$ cat config.mk
export PLATFORM = sky130hd
export DESIGN_NAME = dispensador_billetes_flat
export DESIGN_NICKNAME = d
export VERILOG_FILES = /design/src/rtl/dispensador_billetes_if.sv /design/src/rtl/dispensador_billetes.sv /design/src/flat_wrapper.sv
export SDC_FILE = /design/constraint.sdc
export NUM_CORES = 1
export LEC_CHECK = 0
export ABC_AREA = 1
export CORE_MARGIN = 2
export CORE_UTILIZATION = 41
export CTS_CLUSTER_DIAMETER = 150
export CTS_CLUSTER_SIZE = 10
export DETAILED_ROUTE_END_ITERATION = 12
export GPL_TIMING_DRIVEN = 0
export HOLD_SLACK_MARGIN = 0.05
export PLACE_DENSITY_LB_ADDON = 0.1
export REMOVE_ABC_BUFFERS = 1
export SETUP_SLACK_MARGIN = 0.4
export SLEW_MARGIN = 20
export SYNTH_ARGS = -nofsm -noshare
export SYNTH_HDL_FRONTEND = slang
export SYNTH_SLANG_ARGS = --single-unit
$ cat constraint.sdc
create_clock -name CLK -period 29.9 [get_ports CLK]
set_clock_uncertainty 0.15 [all_clocks]
set_input_delay 5.98 -clock CLK [delete_from_list [all_inputs] [get_ports CLK]]
set_output_delay 5.98 -clock CLK [all_outputs]
set_load 0.01 [all_outputs]
$ cat src/rtl/dispensador_billetes_if.sv
// Bill dispenser bus: ATM controller request side plus mechanism handshake.
// INVENTARIO_EN adds the stock-load and out-of-stock signals.
interface dispensador_billetes_if;
  logic        ENTREGAR_DINERO;
  logic [31:0] MONTO;
  logic        BILLETE_ACK;
  logic        BILLETE_STB;
  logic [2:0]  DENOMINACION;
  logic        OCUPADO;
  logic        ENTREGA_COMPLETA;
  logic        MONTO_INVALIDO;
  logic [8:0]  BILLETES_ENTREGADOS;
`ifdef INVENTARIO_EN
  logic        CARGA_STB;
  logic [2:0]  CARGA_DENOM;
  logic [7:0]  CARGA_CANT;
  logic        SIN_BILLETES;

  modport master (
    output ENTREGAR_DINERO, MONTO, BILLETE_ACK,
    output CARGA_STB, CARGA_DENOM, CARGA_CANT,
    input  BILLETE_STB, DENOMINACION, OCUPADO,
    input  ENTREGA_COMPLETA, MONTO_INVALIDO,
    input  BILLETES_ENTREGADOS, SIN_BILLETES
  );

  modport slave (
    input  ENTREGAR_DINERO, MONTO, BILLETE_ACK,
    input  CARGA_STB, CARGA_DENOM, CARGA_CANT,
    output BILLETE_STB, DENOMINACION, OCUPADO,
    output ENTREGA_COMPLETA, MONTO_INVALIDO,
    output BILLETES_ENTREGADOS, SIN_BILLETES
  );
`else
  modport master (
    output ENTREGAR_DINERO, MONTO, BILLETE_ACK,
    input  BILLETE_STB, DENOMINACION, OCUPADO,
    input  ENTREGA_COMPLETA, MONTO_INVALIDO,
    input  BILLETES_ENTREGADOS
  );

  modport slave (
    input  ENTREGAR_DINERO, MONTO, BILLETE_ACK,
    output BILLETE_STB, DENOMINACION, OCUPADO,
    output ENTREGA_COMPLETA, MONTO_INVALIDO,
    output BILLETES_ENTREGADOS
  );
`endif
endinterface

$ cat src/rtl/dispensador_billetes.sv
// Greedy ATM bill dispenser: validate, plan on shadow copies, then hand out bills.
// Optional macro INVENTARIO_EN enables per-denomination stock counters.
module dispensador_billetes (
  input logic CLK,
  input logic RESET,
  dispensador_billetes_if.slave bus
);

  typedef enum logic [2:0] {
    IDLE, CHECK, PLAN, SELECT, DISPENSE, DONE, FAIL
  } state_e;

  state_e      state_q, state_d;
  logic [31:0] rem_q, rem_d;
  logic [31:0] sh_q, sh_d;
  logic [8:0]  cnt_q, cnt_d;
  logic [2:0]  denom_q, denom_d;
  logic [4:0]  disp_plan, disp_sel;
  logic [3:0]  pick;

`ifdef INVENTARIO_EN
  logic [4:0][7:0] inv_q, inv_d;
  logic [4:0][7:0] sh_inv_q, sh_inv_d;
  logic            sin_q, sin_d;
`endif

  function automatic logic [31:0] valor(input logic [2:0] c);
    logic [31:0] v;
    case (c)
      3'd0:    v = 32'd20000;
      3'd1:    v = 32'd10000;
      3'd2:    v = 32'd5000;
      3'd3:    v = 32'd2000;
      3'd4:    v = 32'd1000;
      default: v = 32'd0;
    endcase
    return v;
  endfunction

  // {found, code}: walks small to large so the largest fit wins
  function automatic logic [3:0] elegir(
    input logic [31:0] r,
    input logic [4:0]  disp
  );
    logic [3:0] res;
    res = '0;
    for (int i = 4; i >= 0; i--) begin
      if (disp[i] && valor(3'(i)) <= r) res = {1'b1, 3'(i)};
    end
    return res;
  endfunction

`ifdef INVENTARIO_EN
  always_comb begin
    for (int i = 0; i < 5; i++) begin
      disp_plan[i] = sh_inv_q[i] != 8'd0;
      disp_sel[i]  = inv_q[i] != 8'd0;
    end
  end
`else
  assign disp_plan = 5'b11111;
  assign disp_sel  = 5'b11111;
`endif

  always_comb begin
    state_d = state_q;
    rem_d   = rem_q;
    sh_d    = sh_q;
    cnt_d   = cnt_q;
    denom_d = denom_q;
    pick    = '0;
`ifdef INVENTARIO_EN
    inv_d    = inv_q;
    sh_inv_d = sh_inv_q;
    sin_d    = sin_q;
`endif
    unique case (state_q)
      IDLE: begin
        if (bus.ENTREGAR_DINERO) begin
          rem_d   = bus.MONTO;
          cnt_d   = '0;
          state_d = CHECK;
`ifdef INVENTARIO_EN
          sin_d   = 1'b0;
`endif
        end
`ifdef INVENTARIO_EN
        if (bus.CARGA_STB && bus.CARGA_DENOM < 3'd5)
          inv_d[bus.CARGA_DENOM] = bus.CARGA_CANT;
`endif
      end
      CHECK: begin
        if (rem_q == 32'd0 || rem_q > 32'd400000 ||
            (rem_q % 32'd1000) != 32'd0) begin
          state_d = FAIL;
        end else begin
          sh_d    = rem_q;
          state_d = PLAN;
`ifdef INVENTARIO_EN
          sh_inv_d = inv_q;
`endif
        end
      end
      PLAN: begin
        if (sh_q == 32'd0) begin
          state_d = SELECT;
        end else begin
          pick = elegir(sh_q, disp_plan);
          if (!pick[3]) begin
            state_d = FAIL;
`ifdef INVENTARIO_EN
            sin_d   = 1'b1;
`endif
          end else begin
            sh_d = sh_q - valor(pick[2:0]);
`ifdef INVENTARIO_EN
            sh_inv_d[pick[2:0]] = sh_inv_q[pick[2:0]] - 8'd1;
`endif
          end
        end
      end
      SELECT: begin
        pick    = elegir(rem_q, disp_sel);
        denom_d = pick[2:0];
        state_d = DISPENSE;
      end
      DISPENSE: begin
        if (bus.BILLETE_ACK) begin
          rem_d   = rem_q - valor(denom_q);
          cnt_d   = cnt_q + 9'd1;
          state_d = (rem_d == 32'd0) ? DONE : SELECT;
`ifdef INVENTARIO_EN
          inv_d[denom_q] = inv_q[denom_q] - 8'd1;
`endif
        end
      end
      DONE:    state_d = IDLE;
      FAIL:    state_d = IDLE;
      default: state_d = IDLE;
    endcase
  end

  always_ff @(posedge CLK) begin
    if (RESET) begin
      state_q <= IDLE;
      rem_q   <= '0;
      sh_q    <= '0;
      cnt_q   <= '0;
      denom_q <= '0;
`ifdef INVENTARIO_EN
      inv_q    <= '0;
      sh_inv_q <= '0;
      sin_q    <= 1'b0;
`endif
    end else begin
      state_q <= state_d;
      rem_q   <= rem_d;
      sh_q    <= sh_d;
      cnt_q   <= cnt_d;
      denom_q <= denom_d;
`ifdef INVENTARIO_EN
      inv_q    <= inv_d;
      sh_inv_q <= sh_inv_d;
      sin_q    <= sin_d;
`endif
    end
  end

  assign bus.BILLETE_STB         = state_q == DISPENSE;
  assign bus.DENOMINACION        = denom_q;
  assign bus.OCUPADO             = state_q != IDLE;
  assign bus.ENTREGA_COMPLETA    = state_q == DONE;
  assign bus.MONTO_INVALIDO      = state_q == FAIL;
  assign bus.BILLETES_ENTREGADOS = cnt_q;
`ifdef INVENTARIO_EN
  assign bus.SIN_BILLETES        = (state_q == FAIL) && sin_q;
`endif

endmodule

$ cat src/flat_wrapper.sv
// flat-port wrapper written by rule: the top's interface ports become plain ports
module dispensador_billetes_flat 
  (CLK, RESET, bus_ENTREGAR_DINERO, bus_MONTO, bus_BILLETE_ACK, bus_BILLETE_STB, bus_DENOMINACION, bus_OCUPADO, bus_ENTREGA_COMPLETA, bus_MONTO_INVALIDO, bus_BILLETES_ENTREGADOS);
  dispensador_billetes_if bus_i ();
  input logic CLK;
  input logic RESET;
  input wire logic [$bits(bus_i.ENTREGAR_DINERO)-1:0] bus_ENTREGAR_DINERO;
  input wire logic [$bits(bus_i.MONTO)-1:0] bus_MONTO;
  input wire logic [$bits(bus_i.BILLETE_ACK)-1:0] bus_BILLETE_ACK;
  output wire logic [$bits(bus_i.BILLETE_STB)-1:0] bus_BILLETE_STB;
  output wire logic [$bits(bus_i.DENOMINACION)-1:0] bus_DENOMINACION;
  output wire logic [$bits(bus_i.OCUPADO)-1:0] bus_OCUPADO;
  output wire logic [$bits(bus_i.ENTREGA_COMPLETA)-1:0] bus_ENTREGA_COMPLETA;
  output wire logic [$bits(bus_i.MONTO_INVALIDO)-1:0] bus_MONTO_INVALIDO;
  output wire logic [$bits(bus_i.BILLETES_ENTREGADOS)-1:0] bus_BILLETES_ENTREGADOS;
  assign bus_i.ENTREGAR_DINERO = bus_ENTREGAR_DINERO;
  assign bus_i.MONTO = bus_MONTO;
  assign bus_i.BILLETE_ACK = bus_BILLETE_ACK;
  assign bus_BILLETE_STB = bus_i.BILLETE_STB;
  assign bus_DENOMINACION = bus_i.DENOMINACION;
  assign bus_OCUPADO = bus_i.OCUPADO;
  assign bus_ENTREGA_COMPLETA = bus_i.ENTREGA_COMPLETA;
  assign bus_MONTO_INVALIDO = bus_i.MONTO_INVALIDO;
  assign bus_BILLETES_ENTREGADOS = bus_i.BILLETES_ENTREGADOS;
  dispensador_billetes u_core (.CLK(CLK), .RESET(RESET), .bus(bus_i));
endmodule
# Yosys cells after proc, flatten, opt, wreduce, memory -nomap -nowiden
# Index checks and enable logic that the tools add are counted.
[word_totals] register_bits=79 in_bits=36 output_inout_bits=16 wordCells=106
[op_classes] addsub=3 div_mod_pow=1 magnitude_cmp=11 n_eq_ne=20 n_mux=51 reduce_logical=15
[op_table] op="$mux W32" count=25
[op_table] op="$le A32 B32 Y1" count=10
[op_table] op="$pmux W15 S5" count=2
[op_table] op="$pmux W32 S2" count=2
[op_table] op="$logic_not A32 Y1" count=3
[op_table] op="$sub A32 B32 Y32" count=2
[op_table] op="$mux W3" count=11
[op_table] op="$gt A32 B19 Y1 const B" count=1
[op_table] op="$mod A32 B10 Y32 const B" count=1
[op_table] op="$reduce_bool A32 Y1" count=1
[op_table] op="$mux W4" count=7
[op_table] op="$eq A3 B2 Y1 const B" count=6
[op_table] op="$mux W9" count=2
[op_table] op="$pmux W9 S2" count=1
[op_table] op="$eq A3 B3 Y1 const B" count=5
[op_table] op="$pmux W3 S5" count=1
[op_table] op="$add A9 B1 Y9 const B" count=1
[op_table] op="$eq A3 B1 Y1 const B" count=3
[op_table] op="$logic_not A3 Y1" count=3
[op_table] op="$ne A2 B2 Y1 const B" count=4
[op_table] op="$reduce_and A3 Y1" count=2
[op_table] op="$reduce_and A4 Y1" count=1
[op_table] op="$reduce_bool A2 Y1" count=2
[op_table] op="$ne A3 B2 Y1 const B" count=1
[op_table] op="other kinds (3)" count=4

# Logic depth before layout (Yosys ltp)
# Gate-level depths: netlist of the first run.
[depth] word_depth=20 depth_mapped=141 mapped_depth_nobuf=139

# Worst setup path before layout of the first run
# No wires, ideal clock.
[synth_timing] path_type="register -> register" start="reg u_core.rem_q[28]" end="reg u_core.sh_q[21]" t_arrival_ns=11.595 slack_ns=18.041 stages_incl_launch_ff=124 n_path_buf=2 period_less_slack_ns=11.859 cell_sequence="dfxtp_1 -> buf_6 -> nand2_1 -> nor2_8 -> nand3_4 -> nand2_2 -> nand3_4 -> nand3_4 -> nand2_4 -> a21oi_4 -> nand2_2 -> nor2_4 -> nand2_4 -> nand3_1 -> nand2_2 -> nor2_4 -> nand3_4 -> nand2_4 -> [... 88 more ...] -> o21ai_2 -> nor2_2 -> nor2_4 -> inv_2 -> nand2_4 -> nand2_2 -> nand2_2 -> nor2_1 -> nand2_1 -> a21oi_1 -> nor2_1 -> nor2_2 -> nand4_4 -> nand2_8 -> inv_12 -> buf_8 -> nor2_4 -> nor2_2"
[synth_via] elab_chain_len=5
[synth_rtl] element="start: declaration" line="dispensador_billetes.sv:14" source="logic [31:0] rem_q, rem_d;"
[synth_rtl] element="start signal: assignment" line="dispensador_billetes.sv:157" source="rem_q <= rem_d;"
[synth_rtl] element="$mod A32 B10 Y32, or another cell as far along" line="dispensador_billetes.sv:94" source="(rem_q % 32'd1000) != 32'd0) begin"
[synth_rtl] element="$reduce_bool A32 Y1 / $logic_or A1 B1 Y1 (equally long branches)" line="dispensador_billetes.sv:94, dispensador_billetes.sv:93"
[synth_rtl] element="$logic_or A1 B1 Y1 *" line="dispensador_billetes.sv:93" source="if (rem_q == 32'd0 || rem_q > 32'd400000 ||"
[synth_rtl] element="$ne A2 B2 Y1 (no source line) *"
[synth_rtl] element="$reduce_and A4 Y1 (no source line) *"
[synth_rtl] element="end signal: assignment" line="dispensador_billetes.sv:147" source="sh_q <= '0;"
[synth_rtl] element="end signal: assignment" line="dispensador_billetes.sv:158" source="sh_q <= sh_d;"
[synth_rtl] element="end: declaration" line="dispensador_billetes.sv:15" source="logic [31:0] sh_q, sh_d;"
# Every way passes the cells marked *; elsewhere a longest branch is shown, timed or not.
# A chain may end at the register's enable or synchronous reset.

# Final worst setup path of the first run
[layout_timing] start="reg u_core.rem_q[28]" end="reg u_core.sh_q[17]"
# The elaborated chain is that of the path after synthesis.

==> impl_metrics.yaml, run 1 <==
status:
  status: "finished, final reports clean"
cts:
  post_cts.resized_instances: 0
  clock_sink_count: 79
  tritoncts: "built"
  htree_levels: 3
  ctsHoldBuffers: 0
  numCtsBuffers: 9
  post_cts_buffers: 0
  clock_insertion_delay_worst_skew_ns: 0.36
  cts-root-to-sink-buffers: 2
  clk_pin_slew_worst_paths_ns: 0.07
  ctsRootBufferMaster: "sky130_fd_sc_hd__clkbuf_16"
synth:
  synth_xor_area_share_pct: 4.91
  synth-compound-area-share_pct: 16.6
  mappedNetlistArea_mm2: 0.0128
  synth_top_flop_cell: "sky130_fd_sc_hd__dfxtp_1"
  postSynthCellCount: 2011
  synthSimpleGateAreaFrac_pct: 50.8
  post_synth.cell_area_avg_um2: 6.38
  async_flop_share_pct: 0
  yosysUniqueCellTypes: 76
  yosys-mux-area-fraction_pct: 0
  combinational_family_with_the_most_area_after_synthesis: "simple AND/OR/NAND/NOR gates"
  synth-seq-area-share_pct: 12.3
  synth-edff-count: 0
  flops_latches_synth: 79
  fraction_of_the_mapped_netlist_area_in_adder_cells_pct: 2.75
  yosysWarningCount: 0
hold_path:
  holdCritPathClass: "reg -> reg"
  min_path_cells: 2
sta:
  tightestPinTransition_ns: 1.20
  report.final.hold_viol_count: 0
  slew_headroom_pct: 18.9
  clock.fmax_ghz: 0.0717
  fin_setup_tns_ns: 0
  final.min_clock_period_ns: 13.94
  setup_viol_count_final: 0
  rsz0062_at_grt: "false"
  report.final.slew_viol_count: 0
  layout_worst_path_cycle_share_pct: 46.6
job:
  maxCapViolCount: 0
routing:
  1st_iter_drt_viols: 690
  num_vias: 12468
  avgRoutedWirePerCell_um: 14.1
  via_per_inst: 5.14
  antenna_violation_net_count_after_detailed_routing: 0
  drc_errors: 0
  detailedRoute.firstPassIterationCount: 7
  drt_wl_total_um: 34200
grt:
  grt_pass1_vias: 11837
  grt_first_pass_wirelength_um: 57600
  largest_net_degree_at_the_start_of_global_routing: 61
  gr-usage-all-layers_pct: 21.0
  grt_antenna_before_repair: 0
  final_global_route_overflow_total: 0
floorplanning:
  num_io_pins: 52
  row_count: 64
  fp.dieArea_mm2: 0.0327
  die_y_um: 181
  initial_utilization_pct: 41.8
  die_width_um: 181
  fp.coreArea_mm2: 0.0307
critical_path:
  r2r_cells: 112
  cpPeakStageDelay_ns: 0.54
  worst-endpoint-required_ns: 30.00
  worst-endpoint-arrival_ns: 14.04
  crit_fanout: 32
  crit_path_top_delay_cell: "sky130_fd_sc_hd__dfxtp_1"
  critical_path.most_common_cell: "sky130_fd_sc_hd__nand2_2"
  critical_path.startpoint_type: "flop"
  end_kind: "flop"
  timing_worst_setup_path_type: "reg -> reg"
final_layout:
  diodes: 0
  design.final.nets: 2090
  drive_gt1_share_pct: 24.2
  layout.cells.most_common_list: "sky130_fd_sc_hd__nand2_1 (396), sky130_fd_sc_hd__inv_1 (220), sky130_fd_sc_hd__nor2_1 (183)"
  flow.area_growth_from_synthesis_pct: 7.16
  mostFrequentLayoutCell: "sky130_fd_sc_hd__nand2_1"
  stdcell_count: 2427
place:
  place_congestion: 0.856
  number_of_input_and_output_port_buffers_inserted: 51
  numPlacedInstances: 2412
  detail_placement_hpwl_um: 27400
[sequential cells by signal (all words and copies together) (netlist names)]
signal / cells
u_core.bus.BILLETES_ENTREGADOS: 9
u_core.bus.DENOMINACION: 3
u_core.rem_q: 32
u_core.sh_q: 32
u_core.state_q: 3
[critical path: cells and delay by family, from the launching register on]
| family | cells | cell delay [ns] |
|---|---|---|
| compound gates | 10 | 1.57 |
| flops | 1 | 0.54 |
| buf+inv | 10 | 0.95 |
| simple gates | 92 | 10.51 |
[cell usage after synthesis (all sizes together), types with 11 or more instances]
master    n  area [um^2]
nor4     13         81.3
buf      11          150
xor2     61          542
o21ai   141          792
o211ai   16          125
inv     281         1090
nand3   213         1400
ha       25          313
nor3     33          170
clkinv   11         50.0
dfxtp    79         1580
clkbuf   27          181
o21bai   45          450
nand2   564         2860
nor2    287         1580
nand4    32          270
a21oi    85          452
[worst paths after layout]
| kind | startpoint | slack [ns] | end |
|---|---|---|---|
| max reg2reg | u_core.rem_q[28] | 15.96 | u_core.sh_q[17] |
| min reg2reg | u_core.bus.BILLETES_ENTREGADOS[8] | 0.31 | u_core.bus.BILLETES_ENTREGADOS[8] |
| max | u_core.rem_q[28] | 15.96 | u_core.sh_q[17] |
| min | u_core.bus.BILLETES_ENTREGADOS[8] | 0.31 | u_core.bus.BILLETES_ENTREGADOS[8] |
[final cells by class]
type | count | area [um^2]
clock buffer | 10 | 229
multi-input combinational | 1590 | 9640
fill | 3321 | 16900
sequential | 79 | 1580
inverter | 293 | 1160
clock inverter | 5 | 83.8
tap | 396 | 495
timing repair buffer | 54 | 554
[stage by stage]
| stage | hold WS, ns | util (%) | worst slack, ns | instance area (um^2) |
|---|---|---|---|---|
| 6_report | 0.312 | 44.8 | 15.96 | 13700 |
| 5_1_grt | 0.325 | 44.8 | 14.12 | 13700 |
| 4_1_cts | 0.314 | 44.8 | 15.85 | 13700 |
| 3_5_place_dp | 0.304 | 43.8 | 15.89 | 13400 |
| 3_3_place_gp | 0.293 | 43.6 | 16.07 | 13400 |
| 2_1_floorplan | 0.279 | - | 17.88 | 12400 |
[per-layer routing]
| metal | part of all wire (%) | up-vias | GRT usage (%) |
|---|---|---|---|
| met5 | 0 | - | 0 |
| met4 | 2.2 | 0 | 5.97 |
| met3 | 2.5 | 39 | 1.81 |
| met2 | 45 | 181 | 35.8 |
| met1 | 50 | 5695 | 28.2 |
| li1 | - | 6553 | - |
[cells by family after synthesis]
logic type,after synthesis
buf+inv,342
flops,79
other cells,1
fa+ha+maj,27
xor+xnor,71
compound gates,327
simple gates,1164
Power of run 1 is left out: the tool's default activity adds up to more than one toggle a clock period on the data nets, which glitch-free logic cannot reach.
==> run 2: changes to the inputs <==
==> constraint.sdc (replaced) <==
create_clock -name CLK -period 14.52 [get_ports CLK]
set_clock_uncertainty 0.15 [all_clocks]
set_input_delay 2.904 -clock CLK [delete_from_list [all_inputs] [get_ports CLK]]
set_output_delay 2.904 -clock CLK [all_outputs]
set_load 0.01 [all_outputs]
==> run 2 against run 1 <==
Compared with the run above:
- global-route usage unchanged
- count of clock-buffer cells in the layout stayed put
- critical path type unchanged
- critical path depth up 11
- cell area grew 13%
==> impl_metrics.yaml, run 2 (synthesis gave the netlist of run 1 again) <==
final_layout:
  design.final.nets: 2170
  post_layout_inst_area_mm2: 0.0155
  drive_gt1_share_pct: 33.1
  flow.area_growth_from_synthesis_pct: 20.7
  multi_input_comb_area_mm2: 0.0107
  layout.cells.most_common_list: "sky130_fd_sc_hd__nand2_1 (359), sky130_fd_sc_hd__inv_1 (213), sky130_fd_sc_hd__nor2_1 (168)"
  fillCellCount: 3153
  diodes: 0
  layout.area.seq_mm2: 0.00161
  mostFrequentLayoutCell: "sky130_fd_sc_hd__nand2_1"
sta:
  fin_setup_tns_ns: 0
  final.setup.worst_slack_ns: 1.19
  rsz0062_at_grt: "true"
  report.final.hold_viol_count: 0
  layout_worst_path_cycle_share_pct: 91.8
  tightestPinTransition_ns: 1.22
  final.min_clock_period_ns: 13.33
  setup_viol_count_final: 0
  clock.fmax_ghz: 0.0750
  finalHoldWorstSlack_ns: 0.310
  report.final.slew_viol_count: 0
  slew_headroom_pct: 17.8
grt:
  grt_antenna_before_repair: 0
  grt_first_pass_wirelength_um: 57600
  largest_net_degree_at_the_start_of_global_routing: 61
  gr-usage-all-layers_pct: 21.0
  grt_pass1_vias: 11837
  final_global_route_overflow_total: 0
critical_path:
  cpPeakStageDelay_ns: 0.40
  crit_path_top_delay_cell: "sky130_fd_sc_hd__dfxtp_4"
  worst-endpoint-required_ns: 14.62
  worst-endpoint-arrival_ns: 13.43
  critical_path.startpoint_type: "flop"
  timing_worst_setup_path_type: "reg -> reg"
  crit_fanout: 7
  r2r_cells: 123
  critical_path.most_common_cell: "sky130_fd_sc_hd__nand2_4"
  end_kind: "flop"
routing:
  drc_errors: 0
  antenna_violation_net_count_after_detailed_routing: 0
  via_per_inst: 5.16
  avgRoutedWirePerCell_um: 14.7
  num_vias: 12928
  1st_iter_drt_viols: 663
  detailedRoute.firstPassIterationCount: 7
  drt_wl_total_um: 36800
cts:
  tritoncts: "built"
  numCtsBuffers: 9
  clock_sink_count: 79
  ctsRootBufferMaster: "sky130_fd_sc_hd__clkbuf_16"
  clk_pin_slew_worst_paths_ns: 0.07
  cts-root-to-sink-buffers: 2
  htree_levels: 3
  clock_insertion_delay_worst_skew_ns: 0.36
floorplanning:
  initial_utilization_pct: 41.8
  fp.dieArea_mm2: 0.0327
  die_y_um: 181
  num_io_pins: 52
  die_width_um: 181
  fp.coreArea_mm2: 0.0307
  row_count: 64
job:
  maxCapViolCount: 0
place:
  placement.cell_area_mm2: 0.0134
  place_worst_setup_slack_ns: 0.515
  detail_placement_hpwl_um: 27400
  number_of_input_and_output_port_buffers_inserted: 51
  place_congestion: 0.856
status:
  status: "finished, final reports clean"
hold_path:
  min_path_cells: 2
  holdCritPathClass: "reg -> reg"
## run 2: cell types whose count changed in the layout (fill, tap and decap cells not counted), sizes merged
| cell | before | now |
|---|---|---|
| clkinv | 12 | 9 |
| nand2 | 564 | 566 |
| buf | 4 | 79 |
| inv | 281 | 285 |
| nand3 | 213 | 214 |
| clkinvlp | 2 | 3 |
## run 2: metal layers
metal  wire length, um  up-vias  GRT usage [%]
met1             17500     5939           28.2
li1                  -     6739              -
met4               983        0           5.97
met2             17200      191           35.8
met3              1060       59           1.81
met5                 0        -              0
## run 2: cell type report
class,count,area share (%)
well taps,396,3.20
repair inverters,2,0.146
clock buffers,10,1.48
multi-input cells,1593,68.9
inverters,293,7.73
flip-flops and latches,79,10.4
repair buffers,129,7.62
clock inverters,5,0.542
## run 2: path summary, 6_finish.rpt
kind,start,slack (ns),end
setup / recovery,u_core.rem_q[27],1.19,u_core.sh_q[17]
hold / removal,u_core.rem_q[1],0.31,u_core.rem_q[1]
setup reg to reg,u_core.rem_q[27],1.19,u_core.sh_q[17]
hold reg to reg,u_core.rem_q[1],0.31,u_core.rem_q[1]
## run 2: metrics by stage
stage          utilization (%)  cells
2_1_floorplan                -   1962
3_3_place_gp              43.6   2409
3_5_place_dp              43.8   2412
4_1_cts                   44.8   2427
5_1_grt                   50.4   2507
6_report                  50.4   2507
## run 2: worst max-delay path, delay by kind of cell (launching register included)
family / cells / cell delay [ns]
AO/OA/AOI/OAI: 7 / 1.13
flip-flops: 1 / 0.40
buffers and inverters: 14 / 1.18
AND/OR/NAND/NOR: 102 / 10.25
## run 2: what timing repair did
action | 4_1_cts | 5_1_grt
setup endpoints to repair | 0 | 33
setup buffers | 0 | 75
hold buffers | 0 | 0
resized for setup | 0 | 247
Power of run 2 is left out for the same reason.
==> patch 1: new RTL, settings of run 2 <==
The 7 states of `state_e` get a one-hot encoding in 7 bits.
--- a/src/rtl/dispensador_billetes.sv
+++ b/src/rtl/dispensador_billetes.sv
@@ -6,8 +6,8 @@
   dispensador_billetes_if.slave bus
 );
 
-  typedef enum logic [2:0] {
-    IDLE, CHECK, PLAN, SELECT, DISPENSE, DONE, FAIL
+  typedef enum logic [6:0] {
+    IDLE = 7'b0000001, CHECK = 7'b0000010, PLAN = 7'b0000100, SELECT = 7'b0001000, DISPENSE = 7'b0010000, DONE = 7'b0100000, FAIL = 7'b1000000
   } state_e;
 
   state_e      state_q, state_d;
Behaviour: same outputs for any inputs over 4 cycles, from zero or initial values and one cycle with RESET high; so few cycles prove little.
==> patch 1 against run 2 <==
  * Maximum frequency is 2.6% lower
  * Sequential cell count is 4 higher
  * Worst setup slack worse by 0.35 ns
  * Synthesized cell count is 1.3% higher
  * Area after synthesis is 1.8% lower
  * Critical path depth is 1 higher
  * Cell area is 2.3% higher
  * Wire length is 1.2% lower
Power is not shown: default switching activity piles up to over one toggle a cycle in this logic, so the estimate is an artifact.
==> patch 1: results (changes against run 2) <==
Run status
  – Status: completed

Final layout
  – Filler cells: 3015 (-4.4%)
  – Buffers, non-clock: 157 (+22%)
  – Syn-to-layout area delta: 25.7%
  – Area occupied by multi-input gates: 0.0107 sq mm (+0.28%)
  – Multi-input gates: 1610 (+1.1%)
  – Layout cells sized above 1: 0.317 (-0.0137)
  – Final std cells w/o fill: 2560 (+2.1%)
  – Nets: 2223 (+2.4%)
  – Ant diodes: 0 (unchanged)
  – Flip-flop and latch count: 83 (+5.1%)
  – Buffer share of cell area: 0.0924 (+0.0163)
  – Register area: 0.00169 sq mm (+5.1%)
  – Clock buffers: 13 (+3)
  – Count of non-CTS inverters in the layout: 299 (+1.4%)

Logic synthesis
  – Xor and xnor area share after synthesis: 0.0459 (-0.00317)
  – Synth Area in Compound Gates: 0.163 (-0.00242)
  – Register area share after synthesis: 0.132 (+0.00863)
  – Post-synthesis cell type count: 71 (-6.6%)
  – Synthesized-area fraction occupied by adder cells: 0.0280 (+0.000506)
  – Ranking of synthesized cells by area: nand2_1 (14%), dfxtp_1 (13%), inv_1 (7.1%), nand3_1 (6.0%), nand2_2 (5.5%)
  – Post-Synthesis Cells: 2038 (+1.3%)
  – Leading cell types by count after synthesis: nand2_1 (463), inv_1 (237), nor2_1 (177), nand3_1 (152), nand2_2 (111)

Routing
  – Routed WL: 36.3 mm (-1.2%)
  – Vias: 13253 (+2.5%)
  – DR iter-0 viols: 819 (+24%)

Placement
  – DP Cell Count: 2443 (+1.3%)
  – Post-detail-place hpwl: 26.4 mm (-3.4%)
  – Placer Congestion: 0.866 (+1.1%)
  – Placement Setup Slack: -0.295 ns (-0.809 ns)

Global routing
  – GRT Total Usage: 0.215 (+0.00500)
  – Largest net degree at the start of global routing: 45 (-26%)

Clock network
  – Post-CTS setup buffers: 9 (+9)
  – Clock Latency Late Sink: 0.35 ns
  – CTS resizes: 9 (+9)

Setup path
  – Largest stage delay on the critical path: 0.37 ns (-0.03 ns)
  – R2R Path Start: u_core.rem_q[26]
  – Critical Path AT: 13.77 ns (+0.34 ns)
  – CP Capture Point: u_core.sh_q[6]
  – Reg2reg setup slack: 0.84 ns (-0.35 ns)
  – Worst R2R Path Depth: 124 (+0.81%)

Min path
  – Hold EP: u_core.sh_q[2]

Timing
  – Tmin final: 13.68 ns (+0.350 ns)
  – Slew headroom: 0.300 (+0.122)
==> patch 1: changes by cell type in the layout (fill, tap and decap cells not counted), sizes merged, moves of 7 or more <==
| cell | delta |
|---|---|
| a21oi | +45 |
| nand2 | +59 |
| o21ai | -15 |
| o21bai | -33 |
| buf | +27 |
| nand3 | +16 |
| nand3b | +7 |
| nor2 | -60 |
| o211ai | -7 |
| a22oi | +22 |
==> patch 1: metrics by stage <==
step | hold slack, ns | TNS, ns
global route | 0.337 | -6.82
global placement | 0.300 | -1.71
CTS | 0.314 | 0
floorplan | 0.296 | 0
detailed placement | 0.305 | -5.91
finish | 0.312 | 0
==> patch 1: layer usage <==
| metal | GRT usage | routed length, um |
|---|---|---|
| met3 | 0.0184 | 872 |
| met1 | 0.293 | 17400 |
| met4 | 0.0407 | 419 |
| met5 | 0 | 0 |
| met2 | 0.370 | 17700 |
==> patch 2: new RTL, flow settings as in run 2 <==
Without the edit above. Reset style: asynchronous (`RESET`), changed in one clocked block.
--- a/src/rtl/dispensador_billetes.sv
+++ b/src/rtl/dispensador_billetes.sv
@@ -140,7 +140,7 @@
     endcase
   end
 
-  always_ff @(posedge CLK) begin
+  always_ff @(posedge CLK or posedge RESET) begin
     if (RESET) begin
       state_q <= IDLE;
       rem_q   <= '0;
Check against the original RTL: differs if RESET is asserted again (counterexample within 4 cycles, from zero or initial values and one cycle with RESET high); with RESET held inactive, the same outputs for 4 cycles.
==> patch 2 against run 2 <==
  * Sequential cell count stayed put
  * Global-route usage is 2.6 points higher
  * Worst setup slack worse by 0.35 ns
  * Count of clock-buffer cells in the layout is 1 lower
  * Wire length is 5.3% higher
  * Area after synthesis is 7.6% lower
  * First-iteration DRC count is 10% higher
  * Cell area is 2.1% higher
  * Synthesized cell count is 1.7% lower
  * Via count is 3.6% higher
  * Non-clock buffer count is 45 higher
  * Largest cell class unchanged
  * Highest routed layer unchanged
Power is left out: the tool's default activity adds up to more than one toggle a clock period on the data nets, which glitch-free logic cannot reach.
==> patch 2: results (changes against run 2) <==
Run status
  – Status: completed

Logic synthesis
  – Ranking of synthesized cells by area: dfrtp_1 (17%), nand2_1 (14%), nand3_1 (8.6%), inv_1 (7.7%), nand2_2 (6.9%)
  – Post-synth ARST share: 1.00 (+1.00)
  – Leading cell types by count after synthesis: nand2_1 (446), inv_1 (243), nand3_1 (203), nor2_1 (192), nand2_2 (130)
  – Xor and xnor area share after synthesis: 0.0502 (+0.00107)
  – Post-synthesis cell type count: 67 (-12%)
  – Synth warn: 0 (unchanged)
  – Synth Area in Compound Gates: 0.154 (-0.0117)
  – Synthesized-area fraction occupied by adder cells: 0.0298 (+0.00225)
  – Register area share after synthesis: 0.167 (+0.0435)
  – Synth Area per Inst: 5.99 sq um (-6.0%)
  – Top FF cell, synth: dfrtp_1
  – Multiplexer area fraction after synthesis: 0 (unchanged)

Placement
  – Port Buf Inserts: 51 (unchanged)
  – Placer Congestion: 0.874 (+2.0%)
  – DP Cell Count: 2378 (-1.4%)
  – Post-detail-place hpwl: 27.4 mm (+0.24%)

Global routing
  – Initial antenna violation count: 0 (unchanged)
  – Largest net degree at the start of global routing: 45 (-26%)
  – GRT Total Usage: 0.236 (+0.0257)
  – Number of global-route vias before repair: 12360 (+4.4%)
  – First-pass GRT wire length: 59.6 mm (+3.5%)

Final layout
  – Final std cells w/o fill: 2517 (+0.40%)
  – Ant diodes: 0 (unchanged)
  – Filler cells: 2841 (-9.9%)
  – Nets: 2192 (+1.0%)
  – Layout cells sized above 1: 0.328 (-0.00295)

Setup path
  – Family with the most delay on the worst path: simple AND/OR/NAND/NOR gates
  – Critical Path AT: 13.77 ns (+0.34 ns)
  – Reg-to-Reg End: u_core.sh_q[26]
  – Reg2reg setup slack: 0.84 ns (-0.35 ns)
  – Crit-path slowest cell: dfrtp_2
  – R2R Path Start: u_core.rem_q[28]
  – Worst R2R Path Depth: 117 (-4.9%)
  – Crit Path Max Fanout: 8 (+1)

Min path
  – Worst min path class: flop to flop
  – Hold EP: u_core.rem_q[1]
  – Hold depth: 2 (unchanged)
  – Hold_sp: u_core.rem_q[1]

Clock network
  – Num CTS Buffers: 9 (unchanged)
  – Clk buf depth: 2 (unchanged)
  – CTS resizes: 26 (+26)
  – Clock Tree Root: clkbuf_16
  – Htree depth: 3 (unchanged)
  – Post-CTS setup buffers: 6 (+6)
  – Clock slew at reported path FFs: 0.07 ns (about the same)

Routing
  – Number of vias per cell: 5.32 (+3.2%)
  – DR pass1 iterations: 5 (-2)
  – DR iter-0 viols: 729 (+10%)
  – Routed WL: 38.7 mm (+5.3%)

Flow run
  – MaxCap Viol Count: 0 (unchanged)

Timing
  – Slew headroom: 0.337 (+0.159)
-- patch 2: cell count changes after synthesis, moves of 21 or more --
cell	delta
dfrtp_1	+79
dfxtp_1	-79
nand2_1	+50
nand2_4	-43
nand3_1	+41
nor2_4	-37
nor2_2	-30
o21bai_2	-29
a21oi_1	-24
inv_1	+22
nand2_2	+21
-- patch 2: worst max path at each step --
stage | to | startpoint | slack (ns) | cells after the start
floorplan | u_core.sh_q[13] | u_core.rem_q[26] | 1.92 | 125
global placement | u_core.sh_q[17] | u_core.rem_q[26] | -0.78 | 114
detailed placement | u_core.sh_q[13] | u_core.rem_q[26] | -0.93 | 119
CTS | u_core.sh_q[22] | u_core.rem_q[26] | 0.41 | 122
global route | u_core.sh_q[26] | u_core.rem_q[28] | -0.19 | 118
finish | u_core.sh_q[26] | u_core.rem_q[28] | 0.84 | 117
-- patch 2: final cells by class --
type                    instances  area share
clock inverters                 6     0.00444
repair buffers                174      0.0989
inverters                     305      0.0752
flip-flops and latches         79       0.126
multi-input cells            1560       0.651
clock buffers                   9      0.0143
well taps                     384      0.0304
-- patch 2: through the flow --
step | worst slack [ns] | setup TNS, ns | utilization | hold slack, ns | cell area, sq um
6_report | 0.841 | 0 | 0.553 | 0.324 | 15800
5_1_grt | -0.192 | -4.38 | 0.553 | 0.345 | 15800
4_1_cts | 0.406 | 0 | 0.463 | 0.326 | 13200
2_1_floorplan | 1.92 | 0 | - | 0.293 | 11600
3_3_place_gp | -0.783 | -21.87 | 0.441 | 0.307 | 12600
3_5_place_dp | -0.932 | -26.32 | 0.444 | 0.310 | 12700
-- patch 2: metal layers --
layer	wire length [um]	vias to the layer above	GRT usage
li1	-	6772	-
met3	1270	47	0.0164
met4	792	0	0.0662
met5	0	-	0
met2	19700	273	0.427
met1	16900	6297	0.300
